File: src/rtl/rr_req_gnt_arb.sv
// Round-robin request/grant arbiter with programmable grant latency.
// Optional per-grant hold limit enabled by defining REQ_GNT_HOLD_LIMIT_EN.
module rr_req_gnt_arb #(
  parameter int NUM_CH   = 4,
  parameter int LATENCY  = 2,
  parameter int CNT_W    = 16,
  parameter int MAX_HOLD = 8,
  localparam int IDW     = $clog2(NUM_CH)
) (
  input  logic              clk,
  input  logic              reset,
  input  logic [NUM_CH-1:0] req,
  output logic [NUM_CH-1:0] gnt,
  output logic [IDW-1:0]    gnt_id,
  output logic              gnt_valid,
  output logic              busy,
  output logic              hold_expired,
  output logic [CNT_W-1:0]  grant_count,
  output logic [CNT_W-1:0]  cycle_count
);

  localparam int LW = $clog2(LATENCY + 1);

  typedef enum logic [1:0] {
    IDLE    = 2'd0,
    PEND    = 2'd1,
    GRANT   = 2'd2,
    RELEASE = 2'd3
  } state_e;

  state_e             state_q, state_d;
  logic [IDW-1:0]     ptr_q, ptr_d;
  logic [IDW-1:0]     win_q, win_d;
  logic [LW-1:0]      dly_q, dly_d;
  logic [NUM_CH-1:0]  gnt_q, gnt_d;
  logic [CNT_W-1:0]   gcnt_q, gcnt_d;
  logic [CNT_W-1:0]   cyc_q, cyc_d;

  logic [IDW-1:0]     base;
  logic [IDW-1:0]     cand;
  logic [IDW-1:0]     pick_id;
  logic               pick_found;

`ifdef REQ_GNT_HOLD_LIMIT_EN
  localparam int HW = $clog2(MAX_HOLD + 1);
  logic [HW-1:0]      hold_q, hold_d;
  logic               hexp_q, hexp_d;
`endif

  // RELEASE arbitrates with the just-finished winner as the new pointer,
  // so the release cycle doubles as the next request sample.
  always_comb begin
    base       = (state_q == RELEASE) ? win_q : ptr_q;
    cand       = '0;
    pick_id    = '0;
    pick_found = 1'b0;
    for (int k = 1; k <= NUM_CH; k++) begin
      cand = IDW'((int'(base) + k) % NUM_CH);
      if (!pick_found && req[cand]) begin
        pick_found = 1'b1;
        pick_id    = cand;
      end
    end
  end

  always_comb begin
    state_d = state_q;
    ptr_d   = ptr_q;
    win_d   = win_q;
    dly_d   = dly_q;
    gnt_d   = gnt_q;
    gcnt_d  = gcnt_q;
    cyc_d   = cyc_q + 1'b1;
`ifdef REQ_GNT_HOLD_LIMIT_EN
    hold_d  = hold_q;
    hexp_d  = 1'b0;
`endif
    unique case (state_q)
      IDLE, RELEASE: begin
        if (state_q == RELEASE) begin
          ptr_d = win_q;
        end
        state_d = IDLE;
        if (pick_found) begin
          win_d   = pick_id;
          dly_d   = LW'(LATENCY - 1);
          state_d = PEND;
        end
      end
      PEND: begin
        if (!req[win_q]) begin
          state_d = IDLE;
        end else if (dly_q == '0) begin
          state_d = GRANT;
          gnt_d   = NUM_CH'(1) << win_q;
          gcnt_d  = gcnt_q + 1'b1;
`ifdef REQ_GNT_HOLD_LIMIT_EN
          hold_d  = HW'(1);
`endif
        end else begin
          dly_d = dly_q - 1'b1;
        end
      end
      GRANT: begin
        if (!req[win_q]) begin
          state_d = RELEASE;
          gnt_d   = '0;
`ifdef REQ_GNT_HOLD_LIMIT_EN
        end else if (hold_q == HW'(MAX_HOLD)) begin
          state_d = RELEASE;
          gnt_d   = '0;
          hexp_d  = 1'b1;
        end else begin
          hold_d = hold_q + 1'b1;
`endif
        end
      end
      default: begin
        state_d = IDLE;
        gnt_d   = '0;
      end
    endcase
  end

  always_ff @(posedge clk or posedge reset) begin
    if (reset) begin
      state_q <= IDLE;
      ptr_q   <= IDW'(NUM_CH - 1);
      win_q   <= '0;
      dly_q   <= '0;
      gnt_q   <= '0;
      gcnt_q  <= '0;
      cyc_q   <= '0;
    end else begin
      state_q <= state_d;
      ptr_q   <= ptr_d;
      win_q   <= win_d;
      dly_q   <= dly_d;
      gnt_q   <= gnt_d;
      gcnt_q  <= gcnt_d;
      cyc_q   <= cyc_d;
    end
  end

`ifdef REQ_GNT_HOLD_LIMIT_EN
  always_ff @(posedge clk or posedge reset) begin
    if (reset) begin
      hold_q <= '0;
      hexp_q <= 1'b0;
    end else begin
      hold_q <= hold_d;
      hexp_q <= hexp_d;
    end
  end

  assign hold_expired = hexp_q;
`else
  assign hold_expired = 1'b0;
`endif

  assign gnt         = gnt_q;
  assign gnt_id      = win_q;
  assign gnt_valid   = |gnt_q;
  assign busy        = (state_q != IDLE);
  assign grant_count = gcnt_q;
  assign cycle_count = cyc_q;

endmodule
File: config.mk
export PLATFORM = sky130hd
export DESIGN_NAME = rr_req_gnt_arb
export DESIGN_NICKNAME = d
export VERILOG_FILES = /design/src/rtl/rr_req_gnt_arb.sv
export SDC_FILE = /design/constraint.sdc
export NUM_CORES = 1
export LEC_CHECK = 0
export ABC_AREA = 1
export CELL_PAD_IN_SITES_DETAIL_PLACEMENT = 0
export CELL_PAD_IN_SITES_GLOBAL_PLACEMENT = 1
export CORE_MARGIN = 2
export CORE_UTILIZATION = 40
export CTS_BUF_LIST = sky130_fd_sc_hd__clkbuf_8
export DETAILED_ROUTE_END_ITERATION = 8
export GPL_ROUTABILITY_DRIVEN = 0
export PLACE_DENSITY_LB_ADDON = 0.1
export SYNTH_ARGS = -nofsm -noshare
export SYNTH_HDL_FRONTEND = slang
export SYNTH_SLANG_ARGS = --single-unit
File: constraint.sdc
create_clock -name clk -period 2.4 [get_ports clk]
set_input_delay 0.48 -clock clk [delete_from_list [all_inputs] [get_ports clk]]
set_output_delay 0.48 -clock clk [all_outputs]
set_load 0.02 [all_outputs]
==> flow_summary_export.csv <==
group,metric,value,unit
run_status,outcome,"completed",
clock_tree,cts_num_sinks,44,
critical_path,path_max_fanout,3,
critical_path,startpoint_type,"flop",
global_route,initial_antenna_violation_count,0,
place,place.port_buffers,45,
power_and_ir_drop,leakage,1.48,nW
clock_tree,cts-root-buf,"clkbuf_8",
place,post_placement_cell_area,3000,µm²
timing,drv_slew,0,
power_and_ir_drop,share_clk_of_total_power,0.174,
global_route,grt.total_usage,0.163,
clock_tree,clk_path_buf_depth,2,
timing,clock-skew-final,7.67,ps
detailed_routing,antenna_left,0,
floorplanning,dieArea,6800,µm²
detailed_routing,via_count,1927,
clock_tree,tritoncts_clock_tree,"done",
finish,diodes,0,
power_and_ir_drop,power.density_cell_area,1080,nW/µm²
synth,synth.top_cells.by_count,"nand2_1, dfrtp_1, inv_1, xor2_1, nand3_1",
timing,setup_tns,0,ps
synth,synth-edff-count,0,
clock_tree,insertion_delay,300,ps
place,dp_slack,303,ps
timing,finalSetupViolations,0,
finish,instances_no_fill,416,
synth,mappedNetlistArea,2460,µm²
synth,post_synth_cell_types,34,
timing,rsz0062_at_grt,"false",
power_and_ir_drop,max_ir_drop_vdd,594,µV
power_and_ir_drop,share_seq_of_total_power,0.314,
power_and_ir_drop,power.combinational.fraction,0.512,
clock_tree,post_cts_buffers,0,
synth,yosys.area.top_type_share,0.427,
detailed_routing,wl_per_cell,11.9,µm
synth,yosysTopAreaCell,"dfrtp_1",
finish,final_net_count,353,
detailed_routing,first_pass_iters,4,
global_route,global_route.overflow_total,0,
timing,final_critical_path_setup_slack,167,ps
synth,synth_async_sr_flop_share,1.00,
synth,synth_top_flop_cell,"dfrtp_1",
power_and_ir_drop,power_switching_share,0.442,
critical_path,worstSetupPathType,"reg -> out",
min_path,hp-class,"reg -> reg",
clock_tree,cts_resized,0,
global_route,grt_start_max_net_pins,45,
place,placed_cells,408,
power_and_ir_drop,power.internal,1.88,mW
timing,hold_viol,0,
timing,final.min_clock_period,2230,ps
floorplanning,io-pin-count,47,
floorplanning,die_y,82.5,µm
clock_tree,cts.hold.buffers_added,0,
clock_tree,cts_buffers,5,
finish,layout-drive-gt1-share,0.120,
detailed_routing,drt_iter0_markers,79,
synth,syn-instance-count,288,
floorplanning,die_boundary_width,82.5,µm
synth,postSynthRegisterBits,44,
critical_path,arrival,1750,ps
floorplanning,initial_core_util,0.416,
critical_path,crit_path_end_kind,"primary output",
timing,maxClockFrequency,0.448,GHz
place,hpwlAfterDp,3770,µm
detailed_routing,finalWirelength,4940,µm
critical_path,critical_path_required,1920,ps
floorplanning,core_region_area,5920,µm²
timing,period_share,0.930,
timing,worst_slew_margin,0.634,
finish,area_growth_syn_to_layout,26.7,%
floorplanning,rows,28,
clock_tree,cts-htree-levels,2,
detailed_routing,drt-vias-per-instance,4.63,
global_route,grt_pass1_vias,1799,
run,drv_cap,0,
synth,synthesis.nets,301,
detailed_routing,drc,0,
clock_tree,clkSlewWorstSetupHoldPaths,90,ps
synth,synth-seq-area-share,0.448,
synth,yosysWarningCount,0,
synth,post-synth-top-count-cell,"nand2_1",
synth,synth_top_cells_by_area,"dfrtp_1, nand2_1, xor2_1",
power_and_ir_drop,total_power,3.37,mW
critical_path,r2r_slack,470,ps
power_and_ir_drop,total_switching_power,1.49,mW
finish,layout.cell_area.non_filler,3120,µm²
synth,synth_area_per_cell,8.55,µm²
timing,worst_slew_pin_slew,549,ps
global_route,global_route_wire_length_before_repair,8430,µm
==> routing by layer <==
| metal | wire, µm | share of wire | global-route usage |
|---|---|---|---|
| met5 | 0 | 0 | 0 |
| met1 | 2530 | 0.51 | 0.234 |
| met4 | 65 | 0.013 | 0.0550 |
| met3 | 186 | 0.038 | 0.0359 |
| met2 | 2160 | 0.44 | 0.241 |
==> critical path: stages, from the launching register on <==
cell and delay (ps):
dfrtp_1 400, or4_1 510, clkdlybuf4s50_1 550
==> cells in the final DEF (no fill, tap or decap), types with 2 or more instances in the layout <==
cell / n
nand2_4: 2
xnor2_1: 7
ha_1: 7
o21ai_0: 4
inv_2: 4
a21oi_1: 4
nor2_4: 2
xor2_1: 22
nor3_1: 3
inv_1: 39
nand2_2: 11
o31ai_1: 4
clkinv_4: 2
nor2_1: 15
clkbuf_8: 5
nand4_1: 7
nand2_1: 72
dfstp_2: 2
nand3_1: 20
o21ai_1: 3
clkdlybuf4s50_1: 45
dfrtp_1: 42
buf_4: 2
nor3_2: 3
==> power groups by stage <==
stage | registers [mW] | clock network [mW] | logic (mW)
after floorplan | 1.17 | 0 | 1.13
after global placement | 1.08 | 0 | 1.74
after detailed placement | 1.08 | 0 | 1.74
after CTS | 1.06 | 0.613 | 1.75
after global routing | 1.09 | 0.635 | 1.96
final | 1.06 | 0.587 | 1.72
==> state kept, by name, indices dropped and copies added, names as in the netlist <==
signal,cells
gnt_id,2
gnt,4
state_q,2
grant_count,16
cycle_count,16
ptr_q,2
dly_q,2
==> final cells by class <==
cell class	instances	area, µm²
Tap cell	75	93.8
Sequential cell	44	1100
Clock inverter	3	47.5
Clock buffer	5	68.8
Inverter	44	165
Timing Repair Buffer	47	465
Fill cell	574	2800
Multi-Input combinational cell	198	1170
==> kinds of logic (layout without fill, tap and decap cells) <==
kind of cell | Yosys count | count (layout) | share of synthesized area
simple gates | 142 | 142 | 0.288
buf+inv | 46 | 99 | 0.0747
compound gates | 19 | 19 | 0.0493
xor+xnor | 29 | 29 | 0.103
fa+ha+maj | 7 | 7 | 0.0356
other cells | 1 | 1 | 0.00152
flops | 44 | 44 | 0.448
==> through the flow <==
step                       util  hold WS, ps
after floorplan               -          441
after global placement    0.507          457
after detailed placement  0.507          459
after CTS                 0.527          474
after global routing      0.527          487
final                     0.527          468
==> worst paths after layout <==
| check | from | end | depth (start not counted) |
|---|---|---|---|
| max | gnt[0]$_DFFE_PP0P_ | gnt_valid | 2 |
| min | cycle_count[15]$_DFF_PP0_ | cycle_count[15]$_DFF_PP0_ | 1 |
| max reg2reg | state_q[0]$_DFFE_PP0P_ | state_q[0]$_DFFE_PP0P_ | 12 |
| min reg2reg | cycle_count[15]$_DFF_PP0_ | cycle_count[15]$_DFF_PP0_ | 1 |
| max in group asynchronous | reset | ptr_q[1]$_DFFE_PP1P_ | 3 |
| min in group asynchronous | reset | cycle_count[4]$_DFF_PP0_ | 3 |
No activity file was read; power rests on OpenSTA's default activity.
